**src/rtl/xgmii_pkg.sv**
```systemverilog
// Shared XGMII control codes, the Idle column, IFG state encoding and a
// saturating subtract used by the gap counter.
package xgmii_pkg;

  localparam logic [7:0]  XGMII_IDLE  = 8'h07;
  localparam logic [7:0]  XGMII_START = 8'hFB;
  localparam logic [7:0]  XGMII_TERM  = 8'hFD;

  localparam logic [63:0] XGMII_IDLE_COL_D = {8{XGMII_IDLE}};
  localparam logic [7:0]  XGMII_IDLE_COL_C = 8'hFF;

  typedef enum logic [1:0] {
    ST_IDLE  = 2'd0,
    ST_FRAME = 2'd1,
    ST_GAP   = 2'd2
  } ifg_state_e;

  // Floors at zero so the gap counter can never wrap.
  function automatic logic [4:0] sat_sub(input logic [4:0] a, input logic [4:0] b);
    return (a > b) ? (a - b) : 5'd0;
  endfunction

endpackage

```
**src/rtl/xgmii_term_lane.sv**
```systemverilog
// Finds the lowest lane of a column carrying a Terminate control byte.
module xgmii_term_lane
  import xgmii_pkg::*;
(
  input  logic [63:0] txd_i,
  input  logic [7:0]  txc_i,
  output logic        term_o,
  output logic [2:0]  lane_o
);

  // Scan high to low so the lowest matching lane is the last one written.
  always_comb begin
    term_o = 1'b0;
    lane_o = 3'd0;
    for (int k = 7; k >= 0; k--) begin
      if (txc_i[k] && (txd_i[8*k +: 8] == XGMII_TERM)) begin
        term_o = 1'b1;
        lane_o = 3'(k);
      end
    end
  end

endmodule

```
**src/rtl/xgmii_tx_ifg.sv**
```systemverilog
// XGMII TX inter-frame gap enforcer: stalls a Start that arrives too soon
// after a Terminate and fills the hole with Idle columns.
module xgmii_tx_ifg
  import xgmii_pkg::*;
#(
  parameter logic [4:0] Gap = 5'd12
) (
  input  logic        xgmii_tx_clk,
  input  logic        sys_rst,
  input  logic [63:0] xgmii_txd_i,
  input  logic [7:0]  xgmii_txc_i,
  output logic        tx_ready_o,
  output logic [63:0] xgmii_txd_o,
  output logic [7:0]  xgmii_txc_o,
  output ifg_state_e  dbg_state_o
);

  // Handshake: upstream column is consumed on a rising edge where
  // tx_ready_o is high; while low, upstream holds the same column.

  ifg_state_e  state_q, state_d;
  logic [4:0]  gap_cnt_q, gap_cnt_d;
  logic [63:0] txd_q, txd_d;
  logic [7:0]  txc_q, txc_d;

  logic        is_start, all_idle, stall;
  logic        term_present;
  logic [2:0]  term_lane;
  logic [4:0]  term_gap, gap_minus8;

  xgmii_term_lane u_term_lane (
    .txd_i  (xgmii_txd_i),
    .txc_i  (xgmii_txc_i),
    .term_o (term_present),
    .lane_o (term_lane)
  );

  assign is_start   = xgmii_txc_i[0] && (xgmii_txd_i[7:0] == XGMII_START);
  assign all_idle   = (xgmii_txc_i == XGMII_IDLE_COL_C) && (xgmii_txd_i == XGMII_IDLE_COL_D);
  // Lanes above the Terminate already count as idle bytes of the gap.
  assign term_gap   = sat_sub(Gap, {2'b00, 3'd7 - term_lane});
  assign gap_minus8 = sat_sub(gap_cnt_q, 5'd8);
  assign stall      = (state_q == ST_GAP) && is_start;

  assign tx_ready_o  = !sys_rst && !stall;
  assign xgmii_txd_o = txd_q;
  assign xgmii_txc_o = txc_q;
  assign dbg_state_o = state_q;

  always_comb begin
    state_d   = state_q;
    gap_cnt_d = gap_cnt_q;
    txd_d     = xgmii_txd_i;
    txc_d     = xgmii_txc_i;
    case (state_q)
      ST_IDLE: begin
        if (is_start) state_d = ST_FRAME;
      end
      ST_FRAME: begin
        if (is_start) begin
          state_d = ST_FRAME;
        end else if (term_present) begin
          gap_cnt_d = term_gap;
          state_d   = (term_gap != 5'd0) ? ST_GAP : ST_IDLE;
        end
      end
      ST_GAP: begin
        if (is_start) begin
          txd_d     = XGMII_IDLE_COL_D;
          txc_d     = XGMII_IDLE_COL_C;
          gap_cnt_d = gap_minus8;
          if (gap_minus8 == 5'd0) state_d = ST_IDLE;
        end else if (all_idle) begin
          gap_cnt_d = gap_minus8;
          if (gap_minus8 == 5'd0) state_d = ST_IDLE;
        end
      end
      default: state_d = ST_IDLE;
    endcase
  end

  always_ff @(posedge xgmii_tx_clk) begin
    if (sys_rst) begin
      state_q   <= ST_IDLE;
      gap_cnt_q <= 5'd0;
      txd_q     <= XGMII_IDLE_COL_D;
      txc_q     <= XGMII_IDLE_COL_C;
    end else begin
      state_q   <= state_d;
      gap_cnt_q <= gap_cnt_d;
      txd_q     <= txd_d;
      txc_q     <= txc_d;
    end
  end

endmodule

```
**config.mk**
```make
export PLATFORM = sky130hd
export DESIGN_NAME = xgmii_tx_ifg
export DESIGN_NICKNAME = d
export VERILOG_FILES = /design/src/rtl/xgmii_pkg.sv /design/src/rtl/xgmii_term_lane.sv /design/src/rtl/xgmii_tx_ifg.sv
export SDC_FILE = /design/constraint.sdc
export NUM_CORES = 1
export LEC_CHECK = 0
export ABC_AREA = 0
export CORE_MARGIN = 2
export CORE_UTILIZATION = 40
export DETAILED_ROUTE_END_ITERATION = 10
export DONT_BUFFER_PORTS = 1
export GPL_TIMING_DRIVEN = 0
export PLACE_DENSITY = 0.52
export SYNTH_ARGS = -nofsm -noshare
export SYNTH_HDL_FRONTEND = slang
export SYNTH_SLANG_ARGS = --single-unit
export TNS_END_PERCENT = 30
```
**constraint.sdc**
```tcl
create_clock -name xgmii_tx_clk -period 2.4 [get_ports xgmii_tx_clk]
set_input_delay 0.72 -clock xgmii_tx_clk [delete_from_list [all_inputs] [get_ports xgmii_tx_clk]]
set_output_delay 0.72 -clock xgmii_tx_clk [all_outputs]
set_load 0.005 [all_outputs]
```
# Yosys cells after proc, flatten, opt, wreduce, memory -nomap -nowiden
# Cells that the tools add are included.
# word_totals
memories	0
latchBits	0
wordCells	80
input_bits	74
register_bits	79
output_inout_bits	75
mem_bits_rw	0
mem_bits_ro	0
# classes
n_eq_ne	18
mux	34
n_bitwise	0
n_div	0
shifts	0
magnitude_cmp	1
reduce_logical	20
n_addsub	3
mul	0
# op_table
op	count
two-way mux 64 bit	2
== test 8 bit, second input constant	10
== test 64 x 59 -> 1 bit, second input constant	1
two-way mux 5 bit	5
two-way mux 3 bit	8
two-way mux 8 bit	2
two-way mux 2 bit	7
logical AND 1 bit	12
one-hot mux 5 bit (2 select lines)	1
two-way mux 1 bit	8
!= test 2 bit, second input constant	3
!= test 3 bit, second input constant	2
one-hot mux 2 bit (3 select lines)	1
> comparator 5 x 4 -> 1 bit, second input constant	1
zero test 5 bit	1
nonzero test 5 bit	1
subtractor 4 x 3 -> 5 bit, first input constant	1
subtractor 5 x 4 -> 5 bit, second input constant	1
AND reduction 4 bit	1
AND reduction 3 bit	1
subtractor 3 bit, first input constant	1
== test 2 x 1 -> 1 bit, second input constant	1
== test 2 bit, second input constant	1
zero test 1 bit	2
2 further kinds	2

# Logic depth before layout (Yosys ltp)
# logic_depth
ltp_word	17
ltp_mapped	10
ltp_nobuf	10

# Cells and area by module
# Synthesis repeated with hierarchy kept, for this count alone.
# hier_totals
hier_cells	278
area_unflattened_um2	2872.8
# by_module_without_submodules
mod	instances	area_each_um2	cells_per_inst	seq_area_each_um2
xgmii_tx_ifg	1	2556.2	231	1581.5
xgmii_term_lane	1	316.6	47	0.0

# Worst setup path after synthesis
# OpenSTA, ideal clock, no wires.
# synth_timing
path_kind	input to register
from	input port xgmii_txd_i[49]
to	register gap_cnt_q[1]
setup_time_ps	92
cell_stages	8
path_buffers	0
t_arrival_ps	2217
path_slack_ps	91
required_time_ps	2308
path_cell_list	nand2b_1 or4_1 a21oi_1 o211ai_1 o211a_1 ha_1 inv_1 o32ai_1
# synth_between
elab_chain_len	14
word_cells_on_any_way	26
classes_between	add/sub: 2; eq/ne: 4; mux: 17; reduce/logical: 3
# synth_rtl
item	line_no	text
start, declared	xgmii_tx_ifg.sv:10	input logic [63:0] xgmii_txd_i,
== test 8 bit	xgmii_term_lane.sv:16	if (txc_i[k] && (txd_i[8*k +: 8] == XGMII_TERM)) begin
logical AND 1 bit	xgmii_term_lane.sv:16	
two-way mux 3 bit (7 in a row)	xgmii_term_lane.sv:16	
subtractor 3 bit	xgmii_tx_ifg.sv:41	assign term_gap = sat_sub(Gap, {2'b00, 3'd7 - term_lane});
subtractor 4 x 3 -> 5 bit	xgmii_pkg.sv:20	return (a > b) ? (a - b) : 5'd0;
two-way mux 5 bit	xgmii_tx_ifg.sv:62	end else if (term_present) begin
two-way mux 5 bit	xgmii_tx_ifg.sv:60	if (is_start) begin
one-hot mux 5 bit (2 select lines)	xgmii_tx_ifg.sv:55	case (state_q)
end signal, assigned	xgmii_tx_ifg.sv:90	gap_cnt_q <= gap_cnt_d;
end, declared	xgmii_tx_ifg.sv:22	logic [4:0] gap_cnt_q, gap_cnt_d;
# Several ways; a longest one is shown, not always the timed one. The select of a mux whose other input is x is not followed.
# A chain may end at the register's enable or synchronous reset.

# Final worst setup path
# layout_timing
from	input port xgmii_txd_i[7]
to	output port tx_ready_o
# layout_between
elab_chain_len	5
# layout_rtl
item	line_no	text
== test 8 bit	xgmii_tx_ifg.sv:38	assign is_start = xgmii_txc_i[0] && (xgmii_txd_i[7:0] == XGMII_START);
logical AND 1 bit	xgmii_tx_ifg.sv:38	
logical AND 1 bit	xgmii_tx_ifg.sv:43	assign stall = (state_q == ST_GAP) && is_start;
zero test 1 bit	xgmii_tx_ifg.sv:45	assign tx_ready_o = !sys_rst && !stall;
logical AND 1 bit	xgmii_tx_ifg.sv:45	
end, declared	xgmii_tx_ifg.sv:12	output logic tx_ready_o,
# No other way between the ends.

==> out/summary.json <==
{
  "final_cells": {"value": 372},
  "routed-via-count": {"value": 2064},
  "reg2reg_setup_slack": {"value": 0.61, "unit": "ns"},
  "timing.hold.worst.class": {"value": "in -> reg"},
  "die_x": {"value": 86.96, "unit": "um"},
  "routed_via_density": {"value": 5.548},
  "floorplan.die.height": {"value": 86.96, "unit": "um"},
  "seq_area_frac_synth": {"value": 0.5745},
  "path_delay_family": {"value": "simple AND/OR/NAND/NOR gates"},
  "fin_ws": {"value": 0.1586, "unit": "ns"},
  "final_layout_size_suffix_gt1_frac": {"value": 0.08904},
  "dp_worst_slack": {"value": -0.2496, "unit": "ns"},
  "cts.sinks": {"value": 79},
  "numCtsBuffers": {"value": 9},
  "grt_pass1_wl": {"value": 11.05, "unit": "mm"},
  "seq_power_share": {"value": 0.562},
  "clkLatencyLatePin": {"value": 0.36, "unit": "ns"},
  "placementRows": {"value": 30},
  "gp_routability_congestion": {"value": 0.8006},
  "grt_pass1_vias": {"value": 1963},
  "power-per-cell-area": {"value": 809.4, "unit": "nW/um2"},
  "syn-mean-instance-area": {"value": 10.01, "unit": "um2"},
  "initial_antenna_violation_count": {"value": 0},
  "cp_num_buf_inv": {"value": 1},
  "power_report.internal_total": {"value": 1.911, "unit": "mW"},
  "p_sw": {"value": 595.6, "unit": "uW"},
  "slew_limit_headroom": {"value": 0.5352},
  "post_synth_num_cell_types": {"value": 39},
  "drt_pass1_iterations": {"value": 4},
  "port_buffers": {"value": 0},
  "post-route-period-util": {"value": 0.9339},
  "critical_path_class": {"value": "in -> out"},
  "maxCapViolCount": {"value": 0},
  "grt_start_max_net_pins": {"value": 16},
  "layout.cells.most_common": {"value": "sky130_fd_sc_hd__dfxtp_1"},
  "postPlaceCellArea": {"value": 2853, "unit": "um2"},
  "synth_nets": {"value": 350},
  "layout_common_cells": {"value": "79 x sky130_fd_sc_hd__dfxtp_1, 37 x sky130_fd_sc_hd__and2_1, 29 x sky130_fd_sc_hd__or3_1"},
  "nets": {"value": 362},
  "drt_drc_violations_left": {"value": 0},
  "io_pins": {"value": 149},
  "finClkSkew": {"value": 0.01149, "unit": "ns"},
  "fp.coreArea": {"value": 6719, "unit": "um2"},
  "avgRoutedWirePerCell": {"value": 20.05, "unit": "um"},
  "final_hold_slack": {"value": 0.4534, "unit": "ns"},
  "arrival": {"value": 1.52, "unit": "ns"},
  "report.power.total": {"value": 2.507, "unit": "mW"},
  "post_synth_instance_area": {"value": 2753, "unit": "um2"},
  "layout.cell_area.non_filler": {"value": 3097, "unit": "um2"},
  "final.fill_count": {"value": 650},
  "detail_route.wirelength": {"value": 7.457, "unit": "mm"},
  "grt.overflow.total": {"value": 0},
  "syn-instance-count": {"value": 275},
  "grt_setup_unrepaired": {"value": "no"},
  "cts_root_buffer": {"value": "sky130_fd_sc_hd__clkbuf_8"},
  "drtIter0Drc": {"value": 86},
  "critical_path.max_fanout": {"value": 10},
  "path_cells": {"value": "nand4_1 -> nor4_4 -> nor2_1 -> clkbuf_2"},
  "finalSetupViolCount": {"value": 0},
  "clk_transition_reported_paths": {"value": 0.09, "unit": "ns"},
  "delay_contributed_by_the_slowest_stage_of_the_critical_path": {"value": 0.35, "unit": "ns"},
  "ys_warn_count": {"value": 0},
  "timing_worst_slew_pin_value": {"value": 0.6908, "unit": "ns"},
  "p_clk_frac": {"value": 0.400},
  "antennaDiodeCount": {"value": 0},
  "cts_tree": {"value": "built"},
  "ant_nets": {"value": 0},
  "critPathRequiredTime": {"value": 1.68, "unit": "ns"},
  "die_area": {"value": 7561, "unit": "um2"},
  "clock_tree.htree_level_count": {"value": 3},
  "max_freq": {"value": 446.1, "unit": "MHz"},
  "hold_viol_final": {"value": 0},
  "worst_path_max_delay_cell": {"value": "sky130_fd_sc_hd__nor4_4"},
  "initial_core_util": {"value": 0.4097},
  "peakVddDrop": {"value": 0.0003018, "unit": "V"},
  "dpl.cell_count": {"value": 355},
  "layout_stage_area_growth_over_the_synthesis_result": {"value": 12.50, "unit": "%"},
  "power.switching_fraction": {"value": 0.2376},
  "report.final.slew_viol_count": {"value": 0},
  "ys_ff_latch": {"value": 79},
  "power_frac_comb": {"value": 0.038},
  "grtUsageTotal": {"value": 0.2009},
  "min_period": {"value": 2.241, "unit": "ns"},
  "outcome": {"value": "complete, no violations"},
  "cts.path.max_buffers": {"value": 2},
  "dp.final_hpwl": {"value": 5.925, "unit": "mm"},
  "cp-start-kind": {"value": "primary input"},
  "power_leakage": {"value": 1.161, "unit": "nW"},
  "cp-end-kind": {"value": "output pin"}
}
[per-layer routing]
metal / up-vias / part of all wire / track usage / wire length, um
met5: - / 0 / 0 / 0
met4: 0 / 0.015 / 0.1037 / 111
met3: 9 / 0.083 / 0.07014 / 622
met2: 91 / 0.50 / 0.3206 / 3751
met1: 956 / 0.40 / 0.2378 / 2971
li1: 1008 / - / - / -
[flip-flops by register name, indices dropped and copies added, names as in the netlist]
| register | flops |
|---|---|
| gap_cnt_q | 5 |
| xgmii_txc_o | 8 |
| xgmii_txd_o | 64 |
| dbg_state_o | 2 |
[power by group through the flow]
stage / clock [mW] / combinational [mW] / sequential, mW
final: 1.00 / 0.0950 / 1.41
after global placement: 0 / 0.0914 / 1.44
after floorplan: 0 / 0.0732 / 1.43
after CTS: 1.03 / 0.0939 / 1.41
after detailed placement: 0 / 0.0929 / 1.44
after global routing: 1.09 / 0.108 / 1.42
[kinds of logic after synthesis]
logic type                 after synthesis  synth area share
adders and majority gates                1          0.004545
and+or+nand+nor                        153            0.3355
buffers and inverters                   20           0.02727
AOI/OAI and AO/OA                       22           0.05818
DFF                                     79            0.5745
[synth_stat cells (all sizes together)]
cell type,instances,share of area
or3,29,0.066
clkbuf,11,0.015
ha,1,0.0045
nand4,12,0.030
and4,1,0.0032
o21a,1,0.0027
nand4b,1,0.0032
nand2,11,0.015
nand3,11,0.020
nor3,10,0.018
o21bai,1,0.0027
o31ai,1,0.0027
o21ai,5,0.010
or2,2,0.0045
nor3b,1,0.0027
nor2,8,0.011
o311ai,1,0.0032
a41oi,1,0.0032
nand2b,4,0.0091
o32ai,2,0.0064
a21boi,1,0.0027
a31oi,1,0.0023
nor2b,1,0.0023
nor4,13,0.032
or4,6,0.018
and2,37,0.084
and3,2,0.0045
o211ai,2,0.0055
o311a,1,0.0036
a21oi,3,0.0055
nor4b,4,0.013
inv,9,0.012
dfxtp,79,0.57
o211a,2,0.0073
[what timing repair did]
item	4_1_cts	5_1_grt
setup buffers	1	0
hold buffers	0	0
pin swaps	1	0
gates resized for setup	1	6
endpoints found under the setup margin	1	4
[worst register-to-register path: cells and delay by family, from the launching register on]
family                 cells  cell delay [ns]
AND/OR/NAND/NOR            4             0.70
buffers and inverters      2             0.63
flip-flops                 1             0.43
[final cells by class]
class | instances | area, um2 | area share
Multi-Input combinational cell | 176 | 1126 | 0.3636
Sequential cell | 79 | 1582 | 0.5107
Buffer | 11 | 42.54 | 0.01374
Clock buffer | 9 | 123.9 | 0.04000
Timing Repair Buffer | 1 | 7.507 | 0.002424
Inverter | 9 | 33.78 | 0.01091
Tap cell | 80 | 100.1 | 0.03232
Clock inverter | 7 | 81.33 | 0.02626
[stage by stage]
stage,utilization,TNS (ns)
finish,0.4609,0
global route,0.4609,0
CTS,0.4575,0
detailed placement,0.4246,-2.485
global placement,0.4246,-2.101
floorplan,-,0
[final timing paths]
kind,cells past startpoint,endpoint,start
setup / recovery,4,tx_ready_o,xgmii_txd_i[7]
hold / removal,1,xgmii_txd_o[48],xgmii_txd_i[48]
setup reg to reg,6,xgmii_txd_o[28],dbg_state_o[0]
hold reg to reg,2,gap_cnt_q[1],gap_cnt_q[1]
(Power assumes the default switching activity.)
